--- src/rtl/vpg_pattern_engine.sv ---
// Raster timing plus an 8-pattern colour generator with an 8-bit Avalon-MM register
// slave. The outputs come from a two-stage pipeline running on the pixel clock.
module vpg_pattern_engine #(
  parameter int COLOR_BITS = 8,
  parameter int H_DISP     = 640,
  parameter int H_FPORCH   = 16,
  parameter int H_SYNC     = 96,
  parameter int H_BPORCH   = 48,
  parameter int V_DISP     = 480,
  parameter int V_FPORCH   = 10,
  parameter int V_SYNC     = 2,
  parameter int V_BPORCH   = 33,
  parameter bit HS_POL     = 1'b0,
  parameter bit VS_POL     = 1'b0
) (
  input  logic                  clk,
  input  logic                  reset,
  input  logic                  s_cs_n,
  input  logic [1:0]            s_address,
  input  logic                  s_write,
  input  logic [7:0]            s_writedata,
  input  logic                  s_read,
  output logic [7:0]            s_readdata,
  output logic                  vga_hs,
  output logic                  vga_vs,
  output logic                  vga_de,
  output logic [COLOR_BITS-1:0] vga_r,
  output logic [COLOR_BITS-1:0] vga_g,
  output logic [COLOR_BITS-1:0] vga_b
);
  localparam int H_TOT  = H_DISP + H_FPORCH + H_SYNC + H_BPORCH;
  localparam int V_TOT  = V_DISP + V_FPORCH + V_SYNC + V_BPORCH;
  localparam int HS_BEG = H_DISP + H_FPORCH;
  localparam int HS_END = HS_BEG + H_SYNC;
  localparam int VS_BEG = V_DISP + V_FPORCH;
  localparam int VS_END = VS_BEG + V_SYNC;
  localparam int HCW    = ($clog2(H_TOT) > COLOR_BITS) ? $clog2(H_TOT) : COLOR_BITS;
  localparam int VCW    = ($clog2(V_TOT) > 1) ? $clog2(V_TOT) : 1;
  localparam int BAR_W  = H_DISP / 8;
  localparam logic [COLOR_BITS-1:0] CMAX = '1;

  logic [HCW-1:0]        h_cnt_q, h_cnt_d;
  logic [VCW-1:0]        v_cnt_q, v_cnt_d;
  logic [2:0]            pattern_q, pattern_d, shadow_q, shadow_d, ck_shift_q, ck_shift_d;
  logic                  enable_q, enable_d;
  logic [7:0]            frame_cnt_q, frame_cnt_d, rdata_d;
  logic                  wr_en, rd_en, line_end, frame_end, de_raw, hs_raw, vs_raw;
  logic                  hs_p1_q, vs_p1_q, de_p1_q;
  logic [COLOR_BITS-1:0] r_p1_q, g_p1_q, b_p1_q, pix_r, pix_g, pix_b, ramp;
  logic [2:0]            bar;
  logic                  wdata_unused;

  assign wr_en        = !s_cs_n && s_write;
  assign rd_en        = !s_cs_n && s_read && !s_write;
  assign line_end     = (int'(h_cnt_q) == H_TOT - 1);
  assign frame_end    = line_end && (int'(v_cnt_q) == V_TOT - 1);
  assign de_raw       = (int'(h_cnt_q) < H_DISP) && (int'(v_cnt_q) < V_DISP);
  assign hs_raw       = (int'(h_cnt_q) >= HS_BEG) && (int'(h_cnt_q) < HS_END);
  assign vs_raw       = (int'(v_cnt_q) >= VS_BEG) && (int'(v_cnt_q) < VS_END);
  assign wdata_unused = ^s_writedata[7:3];

  // Register file, counters and the frame-synchronous pattern shadow.
  always_comb begin
    pattern_d  = pattern_q;
    enable_d   = enable_q;
    ck_shift_d = ck_shift_q;
    if (wr_en) begin
      case (s_address)
        2'd0:    pattern_d  = s_writedata[2:0];
        2'd1:    enable_d   = s_writedata[0];
        2'd3:    ck_shift_d = s_writedata[2:0];
        default: ;
      endcase
    end
    // pattern_d (not pattern_q) so a write landing on the frame-end cycle is kept.
    shadow_d    = frame_end ? pattern_d : shadow_q;
    frame_cnt_d = frame_end ? frame_cnt_q + 8'd1 : frame_cnt_q;
    h_cnt_d     = line_end ? '0 : h_cnt_q + HCW'(1);
    v_cnt_d     = v_cnt_q;
    if (line_end)
      v_cnt_d = (int'(v_cnt_q) == V_TOT - 1) ? '0 : v_cnt_q + VCW'(1);
    rdata_d = s_readdata;
    if (rd_en) begin
      case (s_address)
        2'd0:    rdata_d = {5'd0, pattern_q};
        2'd1:    rdata_d = {7'd0, enable_q};
        2'd2:    rdata_d = frame_cnt_q;
        default: rdata_d = {5'd0, ck_shift_q};
      endcase
    end
  end

  always_comb begin
    ramp = h_cnt_q[COLOR_BITS-1:0];
    bar  = 3'd0;
    for (int k = 1; k < 8; k++)
      if (int'(h_cnt_q) >= k * BAR_W) bar = 3'(k);
    pix_r = '0;
    pix_g = '0;
    pix_b = '0;
    case (shadow_q)
      3'd0: begin
        if (int'(v_cnt_q) < V_DISP / 4)          pix_r = ramp;
        else if (int'(v_cnt_q) < V_DISP / 2)     pix_g = ramp;
        else if (int'(v_cnt_q) < 3 * V_DISP / 4) pix_b = ramp;
        else begin
          pix_r = ramp;
          pix_g = ramp;
          pix_b = ramp;
        end
      end
      3'd1: pix_r = CMAX;
      3'd2: pix_g = CMAX;
      3'd3: pix_b = CMAX;
      3'd4: begin
        pix_r = CMAX;
        pix_g = CMAX;
        pix_b = CMAX;
      end
      // Bar index bits map straight onto the colour-bar channel pattern.
      3'd6: begin
        pix_r = bar[1] ? '0 : CMAX;
        pix_g = bar[2] ? '0 : CMAX;
        pix_b = bar[0] ? '0 : CMAX;
      end
      3'd7: begin
        // The square that holds the origin is white.
        if ((((int'(h_cnt_q) ^ int'(v_cnt_q)) >> ck_shift_q) & 1) == 0) begin
          pix_r = CMAX;
          pix_g = CMAX;
          pix_b = CMAX;
        end
      end
      default: ;
    endcase
    if (!de_raw || !enable_q) begin
      pix_r = '0;
      pix_g = '0;
      pix_b = '0;
    end
  end

  always_ff @(posedge clk) begin
    if (reset) begin
      h_cnt_q     <= '0;
      v_cnt_q     <= '0;
      pattern_q   <= 3'd0;
      shadow_q    <= 3'd0;
      enable_q    <= 1'b1;
      ck_shift_q  <= 3'd4;
      frame_cnt_q <= 8'd0;
      s_readdata  <= 8'd0;
      hs_p1_q     <= ~HS_POL;
      vs_p1_q     <= ~VS_POL;
      de_p1_q     <= 1'b0;
      r_p1_q      <= '0;
      g_p1_q      <= '0;
      b_p1_q      <= '0;
      vga_hs      <= ~HS_POL;
      vga_vs      <= ~VS_POL;
      vga_de      <= 1'b0;
      vga_r       <= '0;
      vga_g       <= '0;
      vga_b       <= '0;
    end else begin
      h_cnt_q     <= h_cnt_d;
      v_cnt_q     <= v_cnt_d;
      pattern_q   <= pattern_d;
      shadow_q    <= shadow_d;
      enable_q    <= enable_d;
      ck_shift_q  <= ck_shift_d;
      frame_cnt_q <= frame_cnt_d;
      s_readdata  <= rdata_d;
      // Stage 1: sync, enable and colour captured from the counters
      hs_p1_q     <= hs_raw ? HS_POL : ~HS_POL;
      vs_p1_q     <= vs_raw ? VS_POL : ~VS_POL;
      de_p1_q     <= de_raw && enable_q;
      r_p1_q      <= pix_r;
      g_p1_q      <= pix_g;
      b_p1_q      <= pix_b;
      // Stage 2: output registers
      vga_hs      <= hs_p1_q;
      vga_vs      <= vs_p1_q;
      vga_de      <= de_p1_q;
      vga_r       <= r_p1_q;
      vga_g       <= g_p1_q;
      vga_b       <= b_p1_q;
    end
  end
endmodule

--- config.mk ---
export PLATFORM = sky130hd
export DESIGN_NAME = vpg_pattern_engine
export DESIGN_NICKNAME = d
export VERILOG_FILES = /design/src/rtl/vpg_pattern_engine.sv
export SDC_FILE = /design/constraint.sdc
export NUM_CORES = 1
export LEC_CHECK = 0
export BUFFER_PORTS_ARGS = -buffer_cell sky130_fd_sc_hd__buf_2
export CORE_AREA = 5 5 92 128
export CTS_BUF_LIST = sky130_fd_sc_hd__clkbuf_2
export DETAILED_ROUTE_END_ITERATION = 10
export DIE_AREA = 0 0 97 133
export MAX_ROUTING_LAYER = met4
export SLEW_MARGIN = 0
export SYNTH_ARGS = -nofsm -noshare
export SYNTH_HDL_FRONTEND = slang
export SYNTH_SLANG_ARGS = --single-unit
export TNS_END_PERCENT = 100
--- constraint.sdc ---
create_clock -name clk -period 6.25 [get_ports clk]
set_clock_uncertainty 0.1 [all_clocks]
set_input_delay 0 -clock clk [delete_from_list [all_inputs] [get_ports clk]]
set_output_delay 0 -clock clk [all_outputs]
set_load 0.02 [all_outputs]
==> flow_summary.toml, run 1 <==
[status]
status = "finished, final reports clean"

[grt]
grt_start_max_net_pins = 63
antenna_found_initial = 1
grt_pass1_vias = 2970
grt_use_total_pct = 13.8
grt_pass1_wl_mm = 14.1
grt-ovfl-total = 0

[yosys]
synth_warnings = 0
yosys-top-cells-count = "dfxtp_1, nor2_1, nand3_1, nor2b_1, nand2_1"
syn_nets = 479
syn_area_per_cell_um2 = 9.13
synth_cell_type_count = 53
synth-edff-count = 0
yosysMostFrequentCell = "dfxtp_1"
synth_area_leaders = "dfxtp_1, nor2b_1, nand3_1"
ys.flop_type = "dfxtp_1"
netlist_instances = 459
ys_ff_latch = 100
synth_area_um2 = 4190
yosysTopAreaCell = "dfxtp_1"
synth_top_cell_area_share_pct = 47.8
synthArstFlopShare_pct = 0
ys_seq_area_share_pct = 47.8

[cts]
cts_root_buf = "clkbuf_2"
worst_skew_pair.late_latency_ps = 580
cts-buffers-inserted = 9
htree_levels = 3
cts_tree = "done"
cts.sinks = 100
ctsLongestPathBuffers = 2
path_clk_slew_ps = 260
ctsResizeCount = 0

[floorplan]
die-area_um2 = 12900
start_util_pct = 39.4
die_h_um = 133
ios = 50
num_rows = 45
die_x_um = 97
fp.coreArea_um2 = 10600

[routing]
wl_per_cell_um = 12.9
routed_wirelength_mm = 8.34
ant_nets = 0
via_per_inst = 4.97
drt-initial-drc-count = 179
first_pass_iters = 4
drc_errors = 0
dr_total_vias = 3210

[pwr]
peakVddDrop_mv = 0.0660
combinationalPowerShare_pct = 4.7
switching_share_pct = 25.1
p_clk_share_pct = 27.2
pwr_density_cell_nw_per_um2 = 204
total_power_uw = 959
power.switching_uw = 241
intPower_uw = 718
p_leak_nw = 1.76
power_frac_seq_pct = 68.1

[sta]
period_minus_slack_ps = 2660
finalHoldViolCount = 0
drv_slew = 0
slew_headroom_pct = 20.5
fin_crit_sh_pct = 42.5
clock.fmax_mhz = 377
tightest_slew_ps = 1190
setup_tns_ps = 0
finalSetupViolations = 0
rsz0062_at_grt = "no"

[worst_setup_path]
cp_max_fo = 15
reg2reg_slack_ps = 3590
cp-end-kind = "flop"
cp_data_arrival_time_ps = 3080
critPathKind = "reg -> reg"
startpoint = "h_cnt_q[0]$_SDFF_PP0_"
critPathLaunchType = "flop"
worst-endpoint-required_ps = 6670
timing.rr.start = "h_cnt_q[0]$_SDFF_PP0_"

[placement]
io_buffers = 44
dp_hpwl_mm = 5.69
gp_congestion = 0.844

[finish]
n_fill_cell = 1069
fin_nets = 519
drive_above_1_share_pct = 15.3
synthToLayoutAreaGrowth_pct = 12.3

[hold_path]
hold_class = "in -> reg"
min_from = "s_writedata[0]"

[run]
max-cap-violations = 0
-- per-stage QoR --
| step | setup WS (ps) | utilization (%) | std cells | hold WS [ps] | instance area [um^2] |
|---|---|---|---|---|---|
| final | 3590 | 44.2 | 646 | 128 | 4710 |
| after global routing | 3380 | 44.2 | 646 | 124 | 4710 |
| after CTS | 3590 | 44.2 | 645 | 111 | 4700 |
| after detailed placement | 3590 | 41.6 | 610 | 154 | 4420 |
| after global placement | 3580 | 41.6 | 610 | 143 | 4420 |
| after floorplan | 4170 | - | 459 | 17.9 | 4190 |
-- kinds of logic (layout without fill, tap and decap cells) --
| family | Yosys count | in the layout | synth area share [%] |
|---|---|---|---|
| flip-flops | 100 | 100 | 47.8 |
| multiplexers | 14 | 14 | 4.33 |
| buffers and inverters | 48 | 93 | 5.49 |
| AO/OA/AOI/OAI | 63 | 63 | 9.17 |
| adder cells (fa/ha/maj) | 7 | 7 | 1.97 |
| other | 0 | 1 | 0 |
| XOR/XNOR | 28 | 28 | 5.85 |
| AND/OR/NAND/NOR | 199 | 199 | 25.4 |
-- state kept, by name, summed over array words and instances, names as in the netlist, 8 cells and up --
| name | cells |
|---|---|
| b_p1_q | 8 |
| frame_cnt_q | 8 |
| g_p1_q | 8 |
| h_cnt_q | 10 |
| r_p1_q | 8 |
| s_readdata | 8 |
| v_cnt_q | 10 |
| vga_b | 8 |
| vga_g | 8 |
| vga_r | 8 |
-- power groups by stage --
stage	Combinational [mW]	Sequential, mW	Clock [mW]
after floorplan	0.0290	0.662	0
after global placement	0.0376	0.665	0
after detailed placement	0.0383	0.665	0
after CTS	0.0450	0.653	0.272
after global routing	0.0500	0.655	0.295
final	0.0449	0.653	0.261
-- repair_timing --
action,4_1_cts,5_1_grt
hold endpoints to repair,51,0
hold buffers,19,0
buffers inserted,0,0
-- final timing paths --
kind / to / cells after the start
max: frame_cnt_q[7]$_SDFFE_PP0P_ / 6
min: pattern_q[0]$_SDFF_PP0_ / 4
max reg2reg: frame_cnt_q[7]$_SDFFE_PP0P_ / 6
min reg2reg: vga_hs$_SDFF_PP1_ / 1
-- critical path: stages (launching register included) --
cell and delay [ps]:
dfxtp_1 610, ha_1 270, and4_4 290, nand4_4 230
or2_1 400, nor4_1 340, mux2_2 370
-- metal layers --
metal | track usage, % | up-vias | share of wire (%)
met3 | 3.59 | 13 | 3.8
met5 | - | - | 0
met2 | 23.7 | 52 | 51
li1 | - | 1657 | -
met4 | 5.93 | 0 | 2.2
met1 | 15.0 | 1488 | 43
-- cell type report --
type,count,area [um^2],share of cell area [%]
clock buffer,10,50.0,1.06
antenna,1,2.50,0.0532
multi-input combinational,311,1960,41.7
sequential,100,2000,42.5
tap,141,176,3.75
timing repair buffer,65,425,9.04
clock inverter,6,41.3,0.877
inverter,12,45.0,0.957
-- cells in the final DEF (no fill, tap or decap), types with 15 or more instances in the layout --
master and instances:
xnor2_1 20, nor2_1 46, dlygate4sd3_1 19, nand2_1 29, a31oi_1 25, dfxtp_1 100, nand3_1 41, nor2b_1 36
buf_2 44, a21oi_1 15
No activity file was read; power rests on OpenSTA's default activity.
==> run 2, diff against run 1 <==
clock period = 2.6 ns   (was 6.25 ns; I/O delays follow)
==> run 2 against run 1 <==
Net effect: global-route usage is 0.65 points higher; largest cell class unchanged; critical path depth grew 1; first-iteration DRC count shrank 25%; via count up 4.1%; final cell count rose by 1.9%; sequential power up 140%; flip-flop and latch count did not move; total power rose to 2.5 times the previous value; clock power rose to 2.8 times the previous value.
==> flow_summary.toml, run 2 (same netlist as run 1, synthesis figures left out) <==
[worst_setup_path]
critPathKind = "in -> reg"
crit_family = "buffers and inverters"
reg2reg_slack_ps = 420
slowest_delay_ps = 720
r2r-end = "frame_cnt_q[7]$_SDFFE_PP0P_"
timing.rr.start = "v_cnt_q[4]$_SDFFE_PP0N_"
crit_chain = "dlygate4sd3_1, buf_2, nor4b_1, dlygate4sd3_1, mux2i_1, nor2_1, dlygate4sd3_1"
worst-endpoint-required_ps = 2990
cp_data_arrival_time_ps = 2760
cp.buffers_inverters = 4
crit_end = "pattern_q[1]$_SDFF_PP0_"
startpoint = "s_address[0]"
crit_slowest_cell = "dlygate4sd3_1"
cp_max_fo = 9
r2r_cells = 5
path_common_cell = "dlygate4sd3_1"
cp-end-kind = "flop"
crit_cells = 7
critPathLaunchType = "input pin"

[sta]
rsz0062_at_grt = "no"
setup_tns_ps = 0
slew_headroom_pct = 49.7
setup_ws_ps = 234
tightest_slew_ps = 749
clock.fmax_mhz = 423
finalHoldViolCount = 0
drv_slew = 0
period_minus_slack_ps = 2370
fin_crit_sh_pct = 91.0
hold_slack_ps = 153
finalSetupViolations = 0

[finish]
layout_commonest_cell = "dfxtp_1"
layout.cells.non_filler = 658
reg_top3 = "h_cnt_q: 10 flops, v_cnt_q: 10 flops"
synthToLayoutAreaGrowth_pct = 15.0
final_core_util_pct = 45.3
most-common-layout-cells = "dfxtp_1, nor2_1, buf_2"
drive_above_1_share_pct = 17.4
fin_nets = 531

[routing]
ant_nets = 0
drc_errors = 0
first_pass_iters = 6
via_per_inst = 5.08
wl_per_cell_um = 13.3
routed_wirelength_mm = 8.77
dr_total_vias = 3342
drt-initial-drc-count = 135

[pwr]
pwr_density_cell_nw_per_um2 = 502
peakVddDrop_mv = 0.198
p_leak_nw = 1.83

[cts]
path_clk_slew_ps = 270
ctsLongestPathBuffers = 2
htree_levels = 3
cts.sinks = 100
ctsResizeCount = 0
cts_tree = "done"
worst_skew_pair.late_latency_ps = 570
cts-buffers-inserted = 9
cts_setup_buffers = 0
cts-hold-fix-buffers = 18
cts_root_buf = "clkbuf_2"

[hold_path]
hold_class = "in -> reg"

[placement]
dp_hpwl_mm = 5.95
io_buffers = 44
preCtsSetupSlack_ps = 396
gp_congestion = 0.858
place_inst = 623

[floorplan]
start_util_pct = 39.4
fp.coreArea_um2 = 10600
num_rows = 45
die-area_um2 = 12900
ios = 50
die_h_um = 133
die_x_um = 97

[grt]
grt_use_total_pct = 14.4
grt_pass1_wl_mm = 14.9
grt-ovfl-total = 0
grt_start_max_net_pins = 62
antenna_found_initial = 1
grt_pass1_vias = 3132

[status]
status = "finished, final reports clean"

[run]
max-cap-violations = 0
## run 2: cell type report
class / instances / area [um^2]
Clock inverter: 6 / 65.1
Clock buffer: 10 / 50.0
Inverter: 12 / 45.0
Fill cell: 1044 / 5820
Antenna cell: 1 / 2.50
Multi-Input combinational cell: 311 / 1960
Sequential cell: 100 / 2000
Tap cell: 141 / 176
Timing Repair Buffer: 77 / 513
## run 2: power breakdown
part / internal [mW] / switching (mW) / leakage, nW
clock network: 0.227 / 0.503 / 0.0735
registers: 1.55 / 0.00691 / 0.808
logic: 0.0511 / 0.0751 / 0.952
total: 1.83 / 0.585 / 1.83
## run 2: metal layers
metal	share of wire (%)	global-route usage (%)
met4	2.8	7.42
met2	52	24.9
met3	5.0	3.38
met5	0	-
met1	40	15.3
## run 2: worst min path at each step
stage               depth (start not counted)  slack, ps            from                 endpoint
finish                                      4        150  s_writedata[2]  pattern_q[2]$_SDFF_PP0_
global placement                            2        140  s_writedata[0]    enable_q$_SDFFE_PP1P_
CTS                                         4        100  s_writedata[0]  pattern_q[0]$_SDFF_PP0_
floorplan                                   1         20  s_writedata[0]    enable_q$_SDFFE_PP1P_
global route                                4        150  s_writedata[2]  pattern_q[2]$_SDFF_PP0_
detailed placement                          2        150  s_writedata[0]    enable_q$_SDFFE_PP1P_
## run 2: stage by stage
step | instance area [um^2] | total power [mW]
after global routing | 4820 | 2.52
after detailed placement | 4520 | 1.70
after CTS | 4810 | 2.44
after floorplan | 4190 | 1.66
final | 4820 | 2.42
after global placement | 4520 | 1.69
## run 2: worst reg2reg max path, delay by kind of cell (launching register included)
family | cells | cell delay (ps)
flops | 1 | 480
mux | 1 | 370
simple gates | 4 | 1190
